## config.mk

```make
export PLATFORM = sky130hd
export DESIGN_NAME = axi_ni_write_beat_sequencer_flat
export DESIGN_NICKNAME = d
export VERILOG_FILES = /design/src/rtl/axi_ni_write_beat_sequencer_if.sv /design/src/rtl/axi_ni_write_beat_sequencer.sv /design/src/flat_wrapper.sv
export SDC_FILE = /design/constraint.sdc
export NUM_CORES = 1
export LEC_CHECK = 0
export CAP_MARGIN = 20
export CELL_PAD_IN_SITES_DETAIL_PLACEMENT = 1
export CELL_PAD_IN_SITES_GLOBAL_PLACEMENT = 1
export CORE_AREA = 2 2 77 79
export CTS_BUF_LIST = sky130_fd_sc_hd__clkbuf_4 sky130_fd_sc_hd__clkbuf_8
export CTS_CLUSTER_SIZE = 25
export DETAILED_ROUTE_END_ITERATION = 10
export DIE_AREA = 0 0 79 81
export HOLD_SLACK_MARGIN = 0.12
export PLACE_DENSITY = 0.91
export SYNTH_ARGS = -nofsm -noshare
export SYNTH_HDL_FRONTEND = slang
export SYNTH_SLANG_ARGS = --single-unit
```

## constraint.sdc

```tcl
create_clock -name clock -period 2 [get_ports clock]
set_clock_uncertainty 0.2 [all_clocks]
set_input_delay 0.4 -clock clock [delete_from_list [all_inputs] [get_ports clock]]
set_output_delay 0.4 -clock clock [all_outputs]
set_load 0.02 [all_outputs]
```

## src/rtl/axi_ni_write_beat_sequencer_if.sv

```systemverilog
// Command, payload and AXI W signals of the NI write beat sequencer.
// Every channel transfers on a rising clock edge where valid and ready are both high;
// a source holds valid and its payload steady until that edge, and ready may depend on valid.
interface axi_ni_write_beat_sequencer_if #(
    parameter int AXIWDATAWD = 32,
    parameter int LENWD      = 8
);
    logic                      cmd_valid;
    logic                      cmd_ready;
    logic [LENWD-1:0]          cmd_len;
    logic [AXIWDATAWD/8-1:0]   cmd_wstrb;

    logic                      pld_valid;
    logic                      pld_ready;
    logic [AXIWDATAWD-1:0]     pld_data;
    logic [AXIWDATAWD/8-1:0]   pld_be;

    logic                      WVALID;
    logic                      WREADY;
    logic [AXIWDATAWD-1:0]     WDATA;
    logic [AXIWDATAWD/8-1:0]   WSTRB;
    logic                      WLAST;
    logic                      burst_done;

    modport slave (
        input  cmd_valid, cmd_len, cmd_wstrb,
        input  pld_valid, pld_data, pld_be,
        input  WREADY,
        output cmd_ready, pld_ready,
        output WVALID, WDATA, WSTRB, WLAST, burst_done
    );

    modport master (
        output cmd_valid, cmd_len, cmd_wstrb,
        output pld_valid, pld_data, pld_be,
        output WREADY,
        input  cmd_ready, pld_ready,
        input  WVALID, WDATA, WSTRB, WLAST, burst_done
    );
endinterface

```

## src/rtl/axi_ni_write_beat_sequencer.sv

```systemverilog
// Turns one burst command plus a payload beat stream into AXI W beats with WSTRB/WLAST.
// Define AXI_NI_W_SKID_EN to register W through a 2-entry skid buffer; default is pass-through.
module axi_ni_write_beat_sequencer #(
    parameter int AXIWDATAWD = 32,
    parameter int LENWD      = 8
) (
    input  logic                              clock,
    input  logic                              reset_n,
    axi_ni_write_beat_sequencer_if.slave      bus,
    output logic                              dbg_state_o
);
    localparam int SW = AXIWDATAWD / 8;

    typedef enum logic {
        IDLE  = 1'b0,
        BURST = 1'b1
    } state_e;

    state_e           state_q;
    logic [LENWD-1:0] len_q;
    logic [LENWD-1:0] cnt_q;
    logic [SW-1:0]    wstrb_q;
    logic             done_q;

    logic             cmd_fire;
    logic             pld_fire;
    logic             w_fire;
    logic             beat_last;
    logic [SW-1:0]    beat_strb;

    assign bus.cmd_ready  = (state_q == IDLE);
    assign cmd_fire       = bus.cmd_valid & bus.cmd_ready;
    assign pld_fire       = bus.pld_valid & bus.pld_ready;
    assign w_fire         = bus.WVALID & bus.WREADY;
    // Equality against the latched length never needs a wider counter: a full-range
    // burst ends on cnt_q == all-ones and leaves BURST before the counter could wrap.
    assign beat_last      = (cnt_q == len_q);
    assign beat_strb      = wstrb_q & bus.pld_be;
    assign bus.burst_done = done_q;
    assign dbg_state_o    = (state_q == BURST);

    always_ff @(posedge clock or negedge reset_n) begin
        if (!reset_n) begin
            state_q <= IDLE;
            len_q   <= '0;
            cnt_q   <= '0;
            wstrb_q <= '0;
            done_q  <= 1'b0;
        end else begin
            done_q <= w_fire & bus.WLAST;
            case (state_q)
                IDLE: begin
                    if (cmd_fire) begin
                        len_q   <= bus.cmd_len;
                        wstrb_q <= bus.cmd_wstrb;
                        cnt_q   <= '0;
                        state_q <= BURST;
                    end
                end
                BURST: begin
                    if (pld_fire) begin
                        if (beat_last) begin
                            cnt_q   <= '0;
                            state_q <= IDLE;
                        end else begin
                            cnt_q <= cnt_q + LENWD'(1);
                        end
                    end
                end
                default: state_q <= IDLE;
            endcase
        end
    end

`ifdef AXI_NI_W_SKID_EN
    localparam int EW = AXIWDATAWD + SW + 1;

    logic [EW-1:0] buf_q [2];
    logic          wr_ptr_q;
    logic          rd_ptr_q;
    logic [1:0]    occ_q;
    logic [EW-1:0] head;

    // Ready looks only at registered occupancy, so WREADY never reaches pld_ready.
    assign bus.pld_ready = (state_q == BURST) & (occ_q != 2'd2);
    assign bus.WVALID    = (occ_q != 2'd0);
    assign head          = bus.WVALID ? buf_q[rd_ptr_q] : '0;
    assign {bus.WDATA, bus.WSTRB, bus.WLAST} = head;

    always_ff @(posedge clock or negedge reset_n) begin
        if (!reset_n) begin
            buf_q[0] <= '0;
            buf_q[1] <= '0;
            wr_ptr_q <= 1'b0;
            rd_ptr_q <= 1'b0;
            occ_q    <= 2'd0;
        end else begin
            if (pld_fire) begin
                buf_q[wr_ptr_q] <= {bus.pld_data, beat_strb, beat_last};
                wr_ptr_q        <= ~wr_ptr_q;
            end
            if (w_fire) begin
                rd_ptr_q <= ~rd_ptr_q;
            end
            case ({pld_fire, w_fire})
                2'b10:   occ_q <= occ_q + 2'd1;
                2'b01:   occ_q <= occ_q - 2'd1;
                default: occ_q <= occ_q;
            endcase
        end
    end
`else
    // Pass-through: a payload beat is the W beat, so both sides share one handshake.
    assign bus.pld_ready = (state_q == BURST) & bus.WREADY;
    assign bus.WVALID    = (state_q == BURST) & bus.pld_valid;
    assign bus.WDATA     = bus.WVALID ? bus.pld_data : '0;
    assign bus.WSTRB     = bus.WVALID ? beat_strb : '0;
    assign bus.WLAST     = bus.WVALID & beat_last;
`endif
endmodule

```

## src/flat_wrapper.sv

```systemverilog
// flat-port wrapper written by rule: the top's interface ports become plain ports
module axi_ni_write_beat_sequencer_flat 
#(
    parameter int AXIWDATAWD = 32,
    parameter int LENWD      = 8
)
  (clock, reset_n, dbg_state_o, bus_cmd_valid, bus_cmd_len, bus_cmd_wstrb, bus_pld_valid, bus_pld_data, bus_pld_be, bus_WREADY, bus_cmd_ready, bus_pld_ready, bus_WVALID, bus_WDATA, bus_WSTRB, bus_WLAST, bus_burst_done);
  axi_ni_write_beat_sequencer_if #(.AXIWDATAWD(AXIWDATAWD), .LENWD(LENWD)) bus_i ();
  input  logic clock;
  input  logic reset_n;
  output logic dbg_state_o;
  input wire logic [$bits(bus_i.cmd_valid)-1:0] bus_cmd_valid;
  input wire logic [$bits(bus_i.cmd_len)-1:0] bus_cmd_len;
  input wire logic [$bits(bus_i.cmd_wstrb)-1:0] bus_cmd_wstrb;
  input wire logic [$bits(bus_i.pld_valid)-1:0] bus_pld_valid;
  input wire logic [$bits(bus_i.pld_data)-1:0] bus_pld_data;
  input wire logic [$bits(bus_i.pld_be)-1:0] bus_pld_be;
  input wire logic [$bits(bus_i.WREADY)-1:0] bus_WREADY;
  output wire logic [$bits(bus_i.cmd_ready)-1:0] bus_cmd_ready;
  output wire logic [$bits(bus_i.pld_ready)-1:0] bus_pld_ready;
  output wire logic [$bits(bus_i.WVALID)-1:0] bus_WVALID;
  output wire logic [$bits(bus_i.WDATA)-1:0] bus_WDATA;
  output wire logic [$bits(bus_i.WSTRB)-1:0] bus_WSTRB;
  output wire logic [$bits(bus_i.WLAST)-1:0] bus_WLAST;
  output wire logic [$bits(bus_i.burst_done)-1:0] bus_burst_done;
  assign bus_i.cmd_valid = bus_cmd_valid;
  assign bus_i.cmd_len = bus_cmd_len;
  assign bus_i.cmd_wstrb = bus_cmd_wstrb;
  assign bus_i.pld_valid = bus_pld_valid;
  assign bus_i.pld_data = bus_pld_data;
  assign bus_i.pld_be = bus_pld_be;
  assign bus_i.WREADY = bus_WREADY;
  assign bus_cmd_ready = bus_i.cmd_ready;
  assign bus_pld_ready = bus_i.pld_ready;
  assign bus_WVALID = bus_i.WVALID;
  assign bus_WDATA = bus_i.WDATA;
  assign bus_WSTRB = bus_i.WSTRB;
  assign bus_WLAST = bus_i.WLAST;
  assign bus_burst_done = bus_i.burst_done;
  axi_ni_write_beat_sequencer #(.AXIWDATAWD(AXIWDATAWD), .LENWD(LENWD)) u_core (.clock(clock), .reset_n(reset_n), .bus(bus_i), .dbg_state_o(dbg_state_o));
endmodule
```

==> Yosys cells after proc, flatten, opt, wreduce, memory -nomap -nowiden <==
Index checks and enable logic that the tools add are counted.
{ "totals": {"romBits": 0, "latchBits": 0, "ff_bits": 22, "inputBits": 53, "output_inout_bits": 42, "mem_count": 0, "ramBits": 0, "elab_cells": 30} }
{ "classes": {"muxes": 10, "n_addsub": 1, "multipliers": 0, "eq_ne": 3, "magnitude_cmp": 0, "n_div": 0, "n_reduce_logical": 2, "n_shift": 0, "bitwise_logic": 9} }
{ "op_table": {"columns": ["operator", "count"], "rows": [
  ["$mux W32", 1],
  ["$mux W8", 3],
  ["$pmux W8 S2", 1],
  ["$add A8 B1 Y8 const B", 1],
  ["$eq A8 B8 Y1", 1],
  ["$and A1 B1 Y1", 7],
  ["$and A4 B4 Y4", 1],
  ["$mux W4", 1],
  ["$ne A2 B2 Y1 const B", 2],
  ["$reduce_and A2 Y1", 2],
  ["$mux W1", 3],
  ["$pmux W1 S2", 1],
  ["$not A1 Y1", 1]
]} }

==> Logic depth before layout (Yosys ltp) <==
Gate-level depths: netlist of the first run.
{ "logic_depth": {"ltp_word": 4, "ltp_mapped": 5, "mapped_depth_nobuf": 5} }

==> Worst setup path before layout of the first run <==
OpenSTA, ideal clock, no wires.
{ "synth_path": {"kind": "flip-flop to output port", "from": "reg u_core.cnt_q[4]", "to": "out bus_WLAST", "stages_incl_launch_ff": 6, "slack_ps": -2, "n_path_buf": 1, "t_arrival_ps": 1402, "required_ps": 1400, "path_cell_list": "dfrtp_1 -> buf_6 -> xnor2_4 -> nand4_2 -> or2_4 -> nor2_1"} }
{ "synth_between": {"elab_chain_cells": 2} }
{ "synth_lines": {"columns": ["item", "line_no", "source"], "rows": [
  ["from (decl)", "axi_ni_write_beat_sequencer.sv:21", "logic [LENWD-1:0] cnt_q;"],
  ["from (signal assigned)", "axi_ni_write_beat_sequencer.sv:66", "cnt_q <= cnt_q + LENWD'(1);"],
  ["$eq A8 B8 Y1", "axi_ni_write_beat_sequencer.sv:37", "assign beat_last = (cnt_q == len_q);"],
  ["$and A1 B1 Y1", "axi_ni_write_beat_sequencer.sv:118", "assign bus.WLAST = bus.WVALID & beat_last;"],
  ["to (decl)", "flat_wrapper.sv:24", "output wire logic [$bits(bus_i.WLAST)-1:0] bus_WLAST;"]
]} }
Every way passes these cells.

==> Worst setup path in the final report of the first run <==
{ "layout_path": {"from": "reg u_core.cnt_q[6]", "to": "out bus_WLAST"} }
The elaborated chain is that of the path after synthesis.

==> results of run 1 <==
-- per-layer routing --
layer / part of all wire, % / vias up / global-route usage [%] / wire [um]
met5: 0 / - / 0 / 0
met4: 0.89 / 0 / 2.93 / 44
met2: 56 / 34 / 31.5 / 2780
met3: 3.2 / 6 / 3.00 / 160
li1: - / 732 / - / -
met1: 40 / 749 / 18.9 / 1990
-- cells by family (layout without fill, tap and decap cells) --
| family | after synthesis | in the layout | share of synthesized area (%) |
|---|---|---|---|
| muxes | 12 | 12 | 9.94 |
| and+or+nand+nor | 64 | 64 | 28.0 |
| xor gates and xnor gates | 8 | 8 | 6.54 |
| AOI/OAI and AO/OA | 16 | 16 | 9.85 |
| adders and majority gates | 1 | 1 | 0.921 |
| buffers and inverters | 13 | 128 | 4.24 |
| DFF | 22 | 22 | 40.5 |
-- metrics by stage --
stage          worst slack, ps  util [%]  TNS (ps)  cells
6_report                  -105      45.0      -105    326
5_1_grt                   -150      45.0     -1050    326
4_1_cts                   -130      45.1      -130    323
3_5_place_dp              -588      44.8    -21780    319
3_3_place_gp              -522      44.8    -20000    319
2_1_floorplan             85.9         -         0    136
-- area by class of cell --
type                       instances  area (um^2)  share of cell area (%)
multi-input combinational        101          791                    31.0
timing repair buffer             121         1050                    41.2
tap                               75         93.8                    3.67
sequential                        22          552                    21.6
inverter                           3         11.3                   0.441
clock buffer                       4         55.1                    2.16
-- cell usage after synthesis (2+ instances only) --
master     instances
o311ai_0           3
and3_1            37
mux2_2            12
dfrtp_1           22
o311ai_1           2
xnor2_1            7
clkbuf_1           8
nand2_1           12
o2111ai_1          4
and2_1             2
nor2_1             3
o21ai_0            2
nand3_1            2
nand4_2            2
inv_1              3
-- path summary, 6_finish.rpt --
| kind | startpoint | end | depth (start not counted) |
|---|---|---|---|
| setup / recovery | u_core.cnt_q[6] | bus_WLAST | 5 |
| hold / removal | reset_n | u_core.len_q[4] | 2 |
| setup reg to reg | u_core.cnt_q[0] | u_core.cnt_q[6] | 6 |
| hold reg to reg | u_core.wstrb_q[0] | u_core.wstrb_q[0] | 1 |
| max in group asynchronous | reset_n | u_core.cnt_q[4] | 2 |
| min in group clock | u_core.wstrb_q[0] | u_core.wstrb_q[0] | 1 |
-- sequential cells by signal (all words and copies together) (netlist names) --
register / cells
u_core.cnt_q: 8
u_core.len_q: 8
u_core.wstrb_q: 4
u_core.bus.burst_done: 1
u_core.dbg_state_o: 1
-- critical path, stage by stage (launching register included) --
cell and delay [ps]:
dfrtp_1 420, xnor2_1 190, nand4_2 140, or2_4 290, nor2_4 80, buf_6 120
-- where the power goes --
group / internal (W) / switching [W]
Combinational: 0.000338 / 0.000259
Clock: 0.000176 / 0.000144
Sequential: 0.000503 / 0.0000509
-- timing repair --
item	in CTS	in global routing
endpoints found under the setup margin	41	53
endpoints found under the hold margin	0	0
pin swaps	0	8
buffers inserted	0	3
gates resized for setup	60	38
==> results.toml, run 1 <==
[sta]
slew-limit-headroom_pct = 78.5
hold_viol = 0
fmax_mhz = 475
fin_crit_ps = 2100
finalSetupViolCount = 1
holdWs_ps = 284
slew_violations = 0
fin_crit_sh_pct = 105
tightest_slew_ps = 322
rsz0062_at_grt = "yes"
finalWorstSetupSlack_ps = -105

[pwr]
power.density_mw_per_mm2 = 576
p_total_w = 0.00147
leakage_nw = 1.26
peakVddDrop_v = 0.000560

[synth]
yosys_most_used_dff = "dfrtp_1"
ys_async_sr_fraction_pct = 100
yosysWarnings = 0
synth-edff-count = 0
avgSynthCellArea_um2 = 9.99
syn_nets = 190
syn_area_mm2 = 0.00136
yosysTopAreaCell = "dfrtp_1"
synth_seq_area_share_pct = 40.5
ys_types = 30
syn_inst = 136
ys_seq_elements = 22
yosys.area.top_type_share_pct = 40.5
synth_area_leaders = "dfrtp_1 (41%), and3_1 (17%), mux2_2 (9.9%)"

[setup_path]
endpoint_kind = "output pin"
critical_path.max_fanout = 2
worstPathRequired_ps = 1400
crit_arrival_ps = 1500
setup.worst_path.class = "reg -> out"
r2r_setup_slack_ps = 140
start_kind = "register"

[die]
rows = 28
die_area_mm2 = 0.00640
dieWidth_um = 79
initial_core_util_pct = 23.9
dieHeight_um = 81
io_pins = 95
core_area_mm2 = 0.00568

[routing]
ant_nets = 0
wirelength_um = 4970
firstDrtPassIters = 4
post_drt_wl_per_cell_um = 15.2
route.detailed.drc = 0
viasPerCell = 4.67
drt_iter0_markers = 33
via_count = 1521

[global_routing]
grt.overflow.total = 0
antenna_found_initial = 0
grt_first_pass_wirelength_um = 8450
grt_pass1_vias = 1689
grt_max_degree = 35
track_usage_pct = 16.3

[final_layout]
stdcell_area_mm2 = 0.00255
drive_gt1_share_pct = 31.5
syn2layout_area_growth_pct = 87.9
layout_common_cells = "clkdlybuf4s50_1 (52), and3_1 (37), buf_4 (26), dfrtp_1 (21), dlygate4sd2_1 (20)"
antenna_cells = 0
nets = 306
num-fill-cells = 677
layout_commonest_cell = "clkdlybuf4s50_1"

[placed_design]
dp_hpwl_um = 3940
dpl_cell_area_mm2 = 0.00254
port_buffers = 94
routabilityCongestion = 0.780

[clock_tree]
clk_path_buf_depth = 2
cts_sinks = 22
cts_tree = "built"
ctsHoldBuffers = 0
cts_buffers = 3
root_buffer = "clkbuf_8"
htreeDepth = 1
clk_pin_slew_ps = 80
clk_latency_ps = 260

[hold_path]
worstHoldPathType = "in -> async"

[outcome]
violations = "negative setup slack"
outcome = "finished, violations left"

[run]
cap_violations = 0
Power figures use the tool's default switching activity.
==> run 2, diff against run 1 <==
==> constraint.sdc (replaced) <==
create_clock -name clock -period 2.35 [get_ports clock]
set_clock_uncertainty 0.2 [all_clocks]
set_input_delay 0.47 -clock clock [delete_from_list [all_inputs] [get_ports clock]]
set_output_delay 0.47 -clock clock [all_outputs]
set_load 0.02 [all_outputs]
==> run 2 against run 1 <==
  * The flow now finishes without violations
  * Combinational power shrank 19%
  * Hold slack improved by 37 ps
  * Critical path depth down 1
  * Non-clock buffer count down 5
  * Global-route usage grew 0.75 points
  * Sequential share of layout area is 0.55 points higher
  * Via count down 1.8%
  * Utilization is 1.1 points lower
  * Die area stayed put
  * Power decreased by 10%
==> results.toml, run 2 (synthesized netlist as in run 1, its figures left out) <==
[outcome]
outcome = "finished clean"

[clock_tree]
cts_sinks = 22
clk_pin_slew_ps = 80
clk_path_buf_depth = 2
clk_latency_ps = 270
root_buffer = "clkbuf_8"
cts_buffers = 3
cts_tree = "built"
htreeDepth = 1

[placed_design]
dpl_worst_slack_ps = -320
routabilityCongestion = 0.851
port_buffers = 94
dp_hpwl_um = 4190
dpl_cell_area_mm2 = 0.00250

[routing]
viasPerCell = 4.65
firstDrtPassIters = 4
post_drt_wl_per_cell_um = 16.1
wirelength_um = 5160
ant_nets = 0
drt_iter0_markers = 36
via_count = 1494
route.detailed.drc = 0

[pwr]
power.density_mw_per_mm2 = 530
leakage_nw = 1.18
peakVddDrop_v = 0.000290

[sta]
hold_viol = 0
fmax_mhz = 432
fin_crit_sh_pct = 98.6
tightest_slew_ps = 516
slew_violations = 0
fin_crit_ps = 2320
finalSetupViolCount = 0
slew-limit-headroom_pct = 65.5
finalWorstSetupSlack_ps = 33.5

[die]
core_area_mm2 = 0.00568
rows = 28
io_pins = 95
dieWidth_um = 79
die_area_mm2 = 0.00640
dieHeight_um = 81
initial_core_util_pct = 23.9

[final_layout]
stdcell_area_mm2 = 0.00249
drive_gt1_share_pct = 30.1
num-fill-cells = 678
layout_common_cells = "clkdlybuf4s50_1 (55), and3_1 (37), buf_4 (21), dfrtp_1 (21), clkbuf_2 (18)"
nets = 301
reg_top3 = "u_core.cnt_q: 8 flops, u_core.len_q: 8 flops, u_core.wstrb_q: 4 flops"
syn2layout_area_growth_pct = 83.2
layout_commonest_cell = "clkdlybuf4s50_1"
antenna_cells = 0

[setup_path]
endpoint_kind = "output pin"
crit_arrival_ps = 1650
setup.worst_path.class = "in -> out"
start_kind = "primary input"
critical_path.max_fanout = 21
worstPathRequired_ps = 1680
r2r_setup_slack_ps = 400

[global_routing]
grt_first_pass_wirelength_um = 8420
grt_pass1_vias = 1619
antenna_found_initial = 0
grt.overflow.total = 0
track_usage_pct = 17.1
grt_max_degree = 23

[run]
cap_violations = 0

[hold_path]
worstHoldPathType = "reg -> reg"
==> run 2: timing repair <==
| item | CTS | global route |
|---|---|---|
| setup buffers | 0 | 1 |
| endpoints found under the setup margin | 39 | 36 |
| hold buffers | 0 | 0 |
| resized for setup | 76 | 34 |
==> run 2: final timing paths <==
check,cells past startpoint,to,start
worst max-delay path,4,bus_WDATA[13],bus_pld_valid
worst min-delay path,1,u_core.wstrb_q[2],u_core.wstrb_q[2]
worst max register to register,6,u_core.cnt_q[2],u_core.dbg_state_o
worst min register to register,1,u_core.wstrb_q[2],u_core.wstrb_q[2]
max in group asynchronous,2,u_core.dbg_state_o,reset_n
min in group asynchronous,2,u_core.cnt_q[0],reset_n
==> run 2: report_power, final <==
part | switching, W | internal, W | leakage (nW) | total, W
clock network | 0.000142 | 0.000228 | 0.0357 | 0.000370
registers | 0.0000376 | 0.000428 | 0.250 | 0.000466
logic | 0.000215 | 0.000269 | 0.895 | 0.000483
total | 0.000394 | 0.000925 | 1.18 | 0.00132
==> run 2: critical path, stage by stage <==
cell and delay, ps:
clkdlybuf4s50_1 510, buf_6 180, and3_1 170, clkdlybuf4s15_1 300
==> run 2: final cells by class <==
class	count	area, um^2	share of cell area, %
clock buffers	3	41.3	1.66
inverters	3	11.3	0.452
repair buffers	116	1010	40.6
clock inverters	1	30.0	1.21
flip-flops and latches	22	552	22.2
well taps	75	93.8	3.77
multi-input cells	101	751	30.2
==> run 2: through the flow <==
stage          instances  setup TNS, ps  power (W)  hold WS (ps)  util, %
5_1_grt              321          -12.4    0.00139           354     43.9
2_1_floorplan        136              0   0.000722         -25.6        -
6_report             321              0    0.00132           320     43.9
3_5_place_dp         316         -10580   0.000980           307     44.1
4_1_cts              320              0    0.00134           328     45.2
3_3_place_gp         316          -9690   0.000956           298     44.1
==> run 2: per-layer routing <==
metal	GRT usage, %	part of all wire, %	vias to the layer above
met5	0	0	-
met4	5.34	1.8	0
met3	2.11	2.4	8
met2	33.4	56	28
met1	19.1	40	735
li1	-	-	723
